`src/rtl/lcd_text_scheduler_pkg.sv`:
```
// Shared definitions for the Text LCD line scheduler: character geometry,
// the blank code, FSM state encodings and the character-code sanitiser.
package lcd_pkg;

  localparam int CHAR_W    = 5;
  localparam int NUM_CHARS = 8;
  localparam int LINE_W    = CHAR_W * NUM_CHARS;
  localparam int LEN_W     = 4;

  localparam logic [CHAR_W-1:0] CH_SPACE  = 5'd31;
  localparam logic [CHAR_W-1:0] CH_LAST_Z = 5'd25;
  localparam logic [LEN_W-1:0]  LEN_FULL  = 4'd8;

  typedef enum logic [0:0] {
    S_TEXT = 1'b0,
    S_MSG  = 1'b1
  } state_t;

  // Codes 26..30 have no glyph on the driver; they are shown as a blank.
  function automatic logic [CHAR_W-1:0] sanitize_char(input logic [CHAR_W-1:0] code);
    logic [CHAR_W-1:0] result;
    if (code > CH_LAST_Z) begin
      result = CH_SPACE;
    end else begin
      result = code;
    end
    return result;
  endfunction

endpackage

```
`src/rtl/lcd_text_scheduler_if.sv`:
```
// Bundle of the character/message strobes and the LCD-facing outputs.
// master = Morse decoder / status logic side, slave = scheduler side.
interface lcd_text_scheduler_if;
  import lcd_pkg::*;

  logic                   iChar_vld;
  logic [CHAR_W-1:0]      iChar;
  logic                   iBksp;
  logic                   iClear;
  logic                   iMsg_req;
  logic [LINE_W-1:0]      iMsg_data;
  logic                   oMsg_ack;
  logic [LINE_W-1:0]      oCharData;
  logic                   oMsg_mode;
  logic [LEN_W-1:0]       oLen;

  modport master (
    output iChar_vld, iChar, iBksp, iClear, iMsg_req, iMsg_data,
    input  oMsg_ack, oCharData, oMsg_mode, oLen
  );

  modport slave (
    input  iChar_vld, iChar, iBksp, iClear, iMsg_req, iMsg_data,
    output oMsg_ack, oCharData, oMsg_mode, oLen
  );

endinterface

```
`src/rtl/lcd_text_scheduler_line_buffer.sv`:
```
// Eight-slot text line: clear / backspace / append with left scroll when full.
// Exposes the next-state line so the parent can register it without extra latency.
module lcd_line_buffer
  import lcd_pkg::*;
(
  input  logic                 clk,
  input  logic                 rst,
  input  logic                 clear,
  input  logic                 bksp,
  input  logic                 append,
  input  logic [CHAR_W-1:0]    code,
  output logic [LINE_W-1:0]    line_nxt,
  output logic [LEN_W-1:0]     len
);

  logic [CHAR_W-1:0] slots     [NUM_CHARS];
  logic [CHAR_W-1:0] slots_nxt [NUM_CHARS];
  logic [LEN_W-1:0]  len_nxt;
  logic [2:0]        last_idx;

  // Slot being removed by a backspace; wraps 8 -> 7 through the 3-bit field.
  assign last_idx = len[2:0] - 3'd1;

  // Next-state line: clear beats backspace beats append.
  always_comb begin
    slots_nxt = slots;
    len_nxt   = len;
    if (clear) begin
      for (int i = 0; i < NUM_CHARS; i++) begin
        slots_nxt[i] = CH_SPACE;
      end
      len_nxt = 4'd0;
    end else if (bksp) begin
      if (len != 4'd0) begin
        slots_nxt[last_idx] = CH_SPACE;
        len_nxt             = len - 4'd1;
      end else begin
        len_nxt = 4'd0;
      end
    end else if (append) begin
      if (len < LEN_FULL) begin
        slots_nxt[len[2:0]] = code;
        len_nxt             = len + 4'd1;
      end else begin
        for (int i = 0; i < NUM_CHARS - 1; i++) begin
          slots_nxt[i] = slots[i+1];
        end
        slots_nxt[NUM_CHARS-1] = code;
        len_nxt                = LEN_FULL;
      end
    end else begin
      len_nxt = len;
    end
  end

  // Pack next-state slots for the driver bus, char 0 in the low bits.
  always_comb begin
    line_nxt = '1;
    for (int i = 0; i < NUM_CHARS; i++) begin
      line_nxt[i*CHAR_W +: CHAR_W] = slots_nxt[i];
    end
  end

  // Slot and length storage.
  always_ff @(posedge clk or posedge rst) begin
    if (rst) begin
      for (int i = 0; i < NUM_CHARS; i++) begin
        slots[i] <= CH_SPACE;
      end
      len <= 4'd0;
    end else begin
      slots <= slots_nxt;
      len   <= len_nxt;
    end
  end

endmodule

```
`src/rtl/lcd_text_scheduler.sv`:
```
// Text LCD line owner: live Morse text line, pre-empted by status messages
// that are held on the display for HOLD_CYCLES clocks.
module lcd_text_scheduler
  import lcd_pkg::*;
#(
  parameter int HOLD_CYCLES = 100_000_000,
  parameter int CNT_W       = 27
) (
  input  logic                  iCLK,
  input  logic                  iRST,
  lcd_text_scheduler_if.slave   bus
);

  state_t            state, state_nxt;
  logic [CNT_W-1:0]  hold_cnt, hold_cnt_nxt;
  logic [LINE_W-1:0] msg_reg, msg_nxt;
  logic              msg_ack, msg_ack_nxt;
  logic [LINE_W-1:0] line_nxt;
  logic [LINE_W-1:0] char_data;
  logic [LEN_W-1:0]  line_len;

  lcd_line_buffer u_line (
    .clk      (iCLK),
    .rst      (iRST),
    .clear    (bus.iClear),
    .bksp     (bus.iBksp),
    .append   (bus.iChar_vld),
    .code     (sanitize_char(bus.iChar)),
    .line_nxt (line_nxt),
    .len      (line_len)
  );

  // Message FSM: accept requests, space re-acks by a cycle, count the hold time.
  always_comb begin
    state_nxt    = state;
    hold_cnt_nxt = hold_cnt;
    msg_nxt      = msg_reg;
    msg_ack_nxt  = 1'b0;
    case (state)
      S_TEXT: begin
        if (bus.iMsg_req) begin
          msg_nxt      = bus.iMsg_data;
          msg_ack_nxt  = 1'b1;
          hold_cnt_nxt = CNT_W'(HOLD_CYCLES - 1);
          state_nxt    = S_MSG;
        end else begin
          state_nxt = S_TEXT;
        end
      end
      S_MSG: begin
        if (bus.iMsg_req && !msg_ack) begin
          msg_nxt      = bus.iMsg_data;
          msg_ack_nxt  = 1'b1;
          hold_cnt_nxt = CNT_W'(HOLD_CYCLES - 1);
          state_nxt    = S_MSG;
        end else if (hold_cnt == '0) begin
          state_nxt = S_TEXT;
        end else begin
          hold_cnt_nxt = hold_cnt - CNT_W'(1);
        end
      end
      default: begin
        state_nxt    = S_TEXT;
        hold_cnt_nxt = '0;
      end
    endcase
  end

  // FSM state, hold counter, latched message and ack pulse.
  always_ff @(posedge iCLK or posedge iRST) begin
    if (iRST) begin
      state    <= S_TEXT;
      hold_cnt <= '0;
      msg_reg  <= '1;
      msg_ack  <= 1'b0;
    end else begin
      state    <= state_nxt;
      hold_cnt <= hold_cnt_nxt;
      msg_reg  <= msg_nxt;
      msg_ack  <= msg_ack_nxt;
    end
  end

  // Driver bus register, fed from next-state values so every event shows one cycle later.
  always_ff @(posedge iCLK or posedge iRST) begin
    if (iRST) begin
      char_data <= 40'hFF_FFFF_FFFF;
    end else if (state_nxt == S_MSG) begin
      char_data <= msg_nxt;
    end else begin
      char_data <= line_nxt;
    end
  end

  assign bus.oCharData = char_data;
  assign bus.oMsg_ack  = msg_ack;
  assign bus.oMsg_mode = (state == S_MSG);
  assign bus.oLen      = line_len;

endmodule

```
`src/flat_wrapper.sv`:
```
// flat-port wrapper written by rule: the top's interface ports become plain ports
module lcd_text_scheduler_flat import lcd_pkg::*;
#(
  parameter int HOLD_CYCLES = 100_000_000,
  parameter int CNT_W       = 27
)
  (iCLK, iRST, bus_iChar_vld, bus_iChar, bus_iBksp, bus_iClear, bus_iMsg_req, bus_iMsg_data, bus_oMsg_ack, bus_oCharData, bus_oMsg_mode, bus_oLen);
  lcd_text_scheduler_if bus_i ();
  input  logic iCLK;
  input  logic iRST;
  input wire logic [$bits(bus_i.iChar_vld)-1:0] bus_iChar_vld;
  input wire logic [$bits(bus_i.iChar)-1:0] bus_iChar;
  input wire logic [$bits(bus_i.iBksp)-1:0] bus_iBksp;
  input wire logic [$bits(bus_i.iClear)-1:0] bus_iClear;
  input wire logic [$bits(bus_i.iMsg_req)-1:0] bus_iMsg_req;
  input wire logic [$bits(bus_i.iMsg_data)-1:0] bus_iMsg_data;
  output wire logic [$bits(bus_i.oMsg_ack)-1:0] bus_oMsg_ack;
  output wire logic [$bits(bus_i.oCharData)-1:0] bus_oCharData;
  output wire logic [$bits(bus_i.oMsg_mode)-1:0] bus_oMsg_mode;
  output wire logic [$bits(bus_i.oLen)-1:0] bus_oLen;
  assign bus_i.iChar_vld = bus_iChar_vld;
  assign bus_i.iChar = bus_iChar;
  assign bus_i.iBksp = bus_iBksp;
  assign bus_i.iClear = bus_iClear;
  assign bus_i.iMsg_req = bus_iMsg_req;
  assign bus_i.iMsg_data = bus_iMsg_data;
  assign bus_oMsg_ack = bus_i.oMsg_ack;
  assign bus_oCharData = bus_i.oCharData;
  assign bus_oMsg_mode = bus_i.oMsg_mode;
  assign bus_oLen = bus_i.oLen;
  lcd_text_scheduler #(.HOLD_CYCLES(HOLD_CYCLES), .CNT_W(CNT_W)) u_core (.iCLK(iCLK), .iRST(iRST), .bus(bus_i));
endmodule
```
`config.mk`:
```
export PLATFORM = sky130hd
export DESIGN_NAME = lcd_text_scheduler_flat
export DESIGN_NICKNAME = d
export VERILOG_FILES = /design/src/rtl/lcd_text_scheduler_pkg.sv /design/src/rtl/lcd_text_scheduler_if.sv /design/src/rtl/lcd_text_scheduler_line_buffer.sv /design/src/rtl/lcd_text_scheduler.sv /design/src/flat_wrapper.sv
export SDC_FILE = /design/constraint.sdc
export NUM_CORES = 1
export LEC_CHECK = 0
export CELL_PAD_IN_SITES_DETAIL_PLACEMENT = 0
export CELL_PAD_IN_SITES_GLOBAL_PLACEMENT = 2
export CORE_MARGIN = 5
export CORE_UTILIZATION = 32
export CTS_CLUSTER_SIZE = 20
export DETAILED_ROUTE_END_ITERATION = 8
export PLACE_DENSITY = 0.76
export SYNTH_ARGS = -nofsm -noshare
export SYNTH_HDL_FRONTEND = slang
export SYNTH_SLANG_ARGS = --single-unit
```
`constraint.sdc`:
```
create_clock -name iCLK -period 4.7 [get_ports iCLK]
set_clock_uncertainty 0.2 [all_clocks]
set_input_delay 0.705 -clock iCLK [delete_from_list [all_inputs] [get_ports iCLK]]
set_output_delay 0.705 -clock iCLK [all_outputs]
set_load 0.01 [all_outputs]
```
### Yosys cells after proc, flatten, opt, wreduce, memory -nomap -nowiden

Cells that the tools add are included.
W data, S select, Z words.

| storage, ports and cells | value |
|---|---|
| bits in registers | 153 |
| logic and storage cells | 68 |

| operators by class | value |
|---|---|
| $add $sub $neg | 4 |
| magnitude comparators | 6 |
| equality and inequality tests | 2 |
| multiplexer cells | 30 |
| bitwise operators | 4 |
| reductions and logical operators | 8 |

Operators with widths:

| operator | count |
|---|---|
| $mux W40 | 8 |
| $mux W27 | 3 |
| $pmux W40 S2 | 1 |
| $pmux W27 S2 | 1 |
| $bwmux W40 | 1 |
| $or A40 B40 Y40 | 1 |
| $demux W5 S3 | 2 |
| $logic_not A27 Y1 | 1 |
| $sub A27 B1 Y27 const B | 1 |
| $mux W4 | 5 |
| $mux W5 | 3 |
| $ge A4 B4 Y1 const B | 2 |
| $lt A4 B1 Y1 const B | 2 |
| $not A3 Y4 | 2 |
| $gt A5 B5 Y1 const B | 1 |
| $add A4 B1 Y4 const B | 1 |
| $lt A4 B4 Y1 const B | 1 |
| $mux W1 | 4 |
| $pmux W1 S2 | 2 |
| $reduce_bool A4 Y1 | 1 |
| $sub A4 B1 Y4 const B | 1 |
| $logic_and A1 B1 Y1 | 3 |
| $ne A3 B3 Y1 const B | 1 |
| $reduce_bool A3 Y1 | 1 |
| other kinds (5) | 5 |

### Longest topological paths before layout

| logic depth | value |
|---|---|
| word-level depth | 11 |
| depth in mapped cells | 9 |

### By module

A second synthesis with hierarchy kept.

| second synthesis, totals | value |
|---|---|
| cell total of the unflattened synthesis | 728 |
| area, all modules | 7379.6 µm² |

Modules (own cells, without submodules):

| module | times used | cells an instance | area an instance (µm²) | seq. area each (µm²) |
|---|---|---|---|---|
| lcd_text_scheduler | 1 | 426 | 4718.3 | 2827.7 |
| lcd_line_buffer | 1 | 302 | 2661.3 | 1151.1 |

### Worst setup path after synthesis

No wires, ideal clock.

| timing path | value |
|---|---|
| path kind | flip-flop to flip-flop |
| from | reg u_core.u_line.len[1] |
| to | reg u_core.char_data[38], in the netlist u_core.bus.oCharData[38] |
| data arrival time | 2.541 ns |
| data required time | 4.425 ns |
| slack | 1.884 ns |
| stages on the path, launching flop included | 10 |
| buffers on the path | 2 |
| period minus slack after synthesis | 2.816 ns |
| cell sequence | dfrtp_1 > clkbuf_1 > inv_1 > ha_1 > clkbuf_1 > or4b_2 > o311ai_0 > a21boi_0 > o32ai_1 > a2bb2oi_1 |

| between the ends | value |
|---|---|
| cells in the longest elaborated chain, start to end | 11 |
| elaborated cells between the ends (all ways) | 23 |

RTL lines:

| element | line | text |
|---|---|---|
| start: declaration | lcd_text_scheduler_line_buffer.sv:13 | `output logic [LEN_W-1:0] len` |
| start signal: assignment | lcd_text_scheduler_line_buffer.sv:73 | `len <= len_nxt;` |
| $sub A3 B1 Y3 / $not A3 Y4 (equally long branches) | lcd_text_scheduler_line_buffer.sv:22, lcd_text_scheduler_line_buffer.sv:42 |  |
| $not A3 Y4 (not written as such) (tied with other cells) | lcd_text_scheduler_line_buffer.sv:35 | `slots_nxt[last_idx] = CH_SPACE;` |
| $ge A4 B4 Y1 (not written as such) (tied with other cells) | lcd_text_scheduler_line_buffer.sv:35 |  |
| $logic_and A1 B1 Y1 (not written as such) / $mux W5 (equally long branches) | lcd_text_scheduler_line_buffer.sv:35, lcd_text_scheduler_line_buffer.sv:42 |  |
| $mux W5 (not written as such) / $demux W5 S3 (equally long branches) | lcd_text_scheduler_line_buffer.sv:35, lcd_text_scheduler_line_buffer.sv:42 |  |
| $demux W5 S3 / $bwmux W40 (equally long branches) | lcd_text_scheduler_line_buffer.sv:35, lcd_text_scheduler_line_buffer.sv:42 |  |
| $or A40 B40 Y40 (no line) / $mux W40 (equally long branches) | -- |  |
| $mux W40 (on tied branches) | lcd_text_scheduler_line_buffer.sv:34, lcd_text_scheduler_line_buffer.sv:40 |  |
| $mux W40 (*) | lcd_text_scheduler_line_buffer.sv:33 | `end else if (bksp) begin` |
| $mux W40 (*) | lcd_text_scheduler_line_buffer.sv:28 | `if (clear) begin` |
| $mux W40 (*) | lcd_text_scheduler.sv:88 | `end else if (state_nxt == S_MSG) begin` |
| end signal: assignment | lcd_text_scheduler.sv:89 | `char_data <= msg_nxt;` |
| end signal: assignment | lcd_text_scheduler.sv:91 | `char_data <= line_nxt;` |
| end: declaration | lcd_text_scheduler.sv:19 | `logic [LINE_W-1:0] char_data;` |

Every way passes the cells marked *; elsewhere a longest branch is shown, timed or not.
A chain may end at the register's enable or synchronous reset.

### Worst setup path after layout

| timing path | value |
|---|---|
| from | in bus_iBksp |
| to | reg u_core.char_data[0], in the netlist u_core.bus.oCharData[0] |

| between the ends | value |
|---|---|
| cells in the longest elaborated chain, start to end | 3 |

RTL lines:

| element | line | text |
|---|---|---|
| start: declaration | flat_wrapper.sv:13 | `input wire logic [$bits(bus_i.iBksp)-1:0] bus_iBksp;` |
| $mux W40 | lcd_text_scheduler_line_buffer.sv:33 |  |
| $mux W40 | lcd_text_scheduler_line_buffer.sv:28 |  |
| net u_core.line_nxt[0] | lcd_text_scheduler.sv:18 | `logic [LINE_W-1:0] line_nxt;` |
| $mux W40 | lcd_text_scheduler.sv:88 |  |

The timed path passes the listed nets, and every way through them passes these cells.

==> results.cfg <==
[clocking]
clk_latency_ns = 0.43
cts_resized = 0
clockBufferDepth = 2
cts_buffers = 17
holdBufCountCts = 0
post_cts_buffers = 0
path_clk_slew_ns = 0.07
cts_root_buffer = clkbuf_16
htreeDepth = 4
cts_tree = built
cts.sinks = 153

[final_layout]
final_cell_mix = nand2_1 (129), dfstp_2 (120), clkdlybuf4s50_1 (96)
stdcell_area_um2 = 9350
diodes = 0
fin_nets = 857
multi_input_comb_area_um2 = 3280
drive_gt1_share_pct = 27.3
mostFrequentLayoutCell = nand2_1
synthToLayoutAreaGrowth_pct = 24.0
fill_cells = 2289
area.sequential_um2 = 3980

[worst_setup_path]
setup.worst_path.start_class = input pin
critPathArrivalTime_ns = 3.50
cp-end-kind = flip-flop
critPathKind = in -> reg
crit_fanout = 28
worst_ep_required_time_ns = 4.88

[global_routing]
antenna_found_initial = 0
grtUsageTotal_pct = 16.6
grt_pass1_wl_um = 34800
grt_pass1_vias = 6115
grt_max_degree = 70
grt-ovfl-total = 0

[sta]
fin_crit_ns = 3.33
max_freq_mhz = 300
relSlewSlack_pct = 29.1
hold_viol = 0
finalCritPeriodShare_pct = 70.8
setup_viol = 0
rsz0062_at_grt = false
fin_ws_ns = 1.37
slew_viol_final = 0
fin_tns_setup_ns = 0
whs_ns = 0.268
tightest_slew_ns = 1.06

[synthesis]
postSynthCellCount = 731
synth-seq-area-share_pct = 52.8
synth_fp_nets = 785
syn_area_um2 = 7540
syn_area_per_cell_um2 = 10.3
synth.area.top_cells = dfstp_2 (42%), dfrtp_1 (11%), nand2_1 (6.4%)
yosys.area.top_type = dfstp_2
synthFlopType = dfstp_2
async_reset_ff_share_pct = 100
yosys.area.top_type_share_pct = 41.8
yosysWarnings = 0
synth.distinct_cells = 67
ys_seq_elements = 153
synth_edf_count = 0

[detailed_routing]
routedWlPerCell_um = 19.0
drtPass1Iterations = 5
route.final.wire_length_um = 21500
drt-initial-drc-count = 456
via_per_inst = 5.30
num_vias = 6012
drc = 0
postRouteAntennaNets = 0

[floorplanning]
rows = 56
core_area_um2 = 23300
fp.dieW_um = 163
initial_utilization_pct = 32.3
die_h_um = 163
dieArea_um2 = 26700
ioPinCount = 97

[placed_design]
port_buffers = 96
place_area_um2 = 8750
gp_congestion = 0.827
dp_hpwl_um = 14900
pre_cts_slack_ns = 0.976

[worst_hold_path]
hold_class = reg -> reg

[pwr]
p_per_area_nw_per_um2 = 395
leakage_nw = 3.56
totalPowerFinal_mw = 3.69
vdd_drop_max_mv = 0.156

[run_status]
status = complete, no violations

[job]
maxCapViolCount = 0
==> layout make-up <==
| type | instances | area share (%) |
|---|---|---|
| clock buffer | 17 | 4.55 |
| clock inverter | 15 | 1.83 |
| inverter | 12 | 0.549 |
| multi-input combinational | 514 | 35.1 |
| sequential | 153 | 42.6 |
| tap | 319 | 4.27 |
| timing repair buffer | 105 | 11.1 |
==> power by group <==
part,total (mW),internal [mW],switching (mW)
Clock,1.41,0.762,0.643
Sequential,1.64,1.55,0.0891
Combinational,0.651,0.304,0.346
Total,3.69,2.62,1.08
==> kinds of logic (layout without fill, tap and decap cells) <==
family                     after synthesis  after routing  share of synthesized area, %
muxes                                   43             43                          6.66
DFF                                    153            153                          52.8
xor gates and xnor gates                 2              2                         0.232
and+or+nand+nor                        274            274                          18.4
AOI/OAI and AO/OA                      192            192                          17.6
adders and majority gates                3              3                         0.498
buffers and inverters                   64            149                          3.80
==> stage by stage <==
stage          utilization, %  instances
6_report                 40.1       1135
2_1_floorplan               -        731
3_5_place_dp             37.5       1103
4_1_cts                  40.1       1135
3_3_place_gp             37.5       1103
5_1_grt                  40.1       1135
==> final timing paths <==
kind / slack (ns) / cells after the start / end / startpoint
worst max register to register: 1.40 / 7 / u_core.bus.oCharData[21]$_DFF_PP1_ / u_core.u_line.len[0]$_DFFE_PP0P_
min in group asynchronous: 0.54 / 2 / u_core.bus.oMsg_mode$_DFF_PP0_ / iRST
worst min register to register: 0.27 / 2 / u_core.msg_reg[38]$_DFF_PP1_ / u_core.msg_reg[38]$_DFF_PP1_
max in group asynchronous: 2.91 / 3 / u_core.msg_reg[33]$_DFF_PP1_ / iRST
worst max-delay path: 1.37 / 7 / u_core.bus.oCharData[0]$_DFF_PP1_ / bus_iBksp
worst min-delay path: 0.27 / 2 / u_core.msg_reg[38]$_DFF_PP1_ / u_core.msg_reg[38]$_DFF_PP1_
==> worst max-delay path, cell delays in order <==
cell and delay [ns]:
clkdlybuf4s50_1 0.79, nand2b_1 0.32, buf_4 0.24, nor2_1 0.83, a21oi_1 0.16, a31oi_1 0.26, mux2_2 0.19
==> synth_stat cells, types with 3 or more instances <==
library cell and instances:
buf_2 11, a22oi_1 11, o32ai_1 4, or4_1 9, dfstp_2 120, o22ai_1 15
or3b_2 4, o21ai_1 3, nor3_1 24, a32oi_1 6, nor4_4 3, nor2b_1 3
a31oi_1 27, clkbuf_1 33, or2_2 5, or3_1 6, dfrtp_1 33, a31o_2 9
nand3_1 17, nor2_1 31, mux2_2 21, a211oi_1 4, inv_1 11, a21oi_1 32
buf_1 3, o211ai_1 17, o31ai_1 10, nand4_1 7, and3_1 4, mux2_1 12
ha_1 3, o31a_1 4, buf_6 3, o21ai_0 21, mux2_4 6, nor4_1 7
nand2_1 129, a2bb2oi_1 5, mux2i_1 4, o221ai_1 8, nand3b_1 3, nand2b_1 11
==> layer usage <==
metal  up-vias  global-route usage (%)  share of wire [%]
met1      2970                    22.6                 46
li1       2845                       -                  -
met3        34                    3.33                5.1
met4         0                    6.48                2.3
met2       163                    25.9                 47
met5         -                       0                  0
No activity file was read; power rests on OpenSTA's default activity.
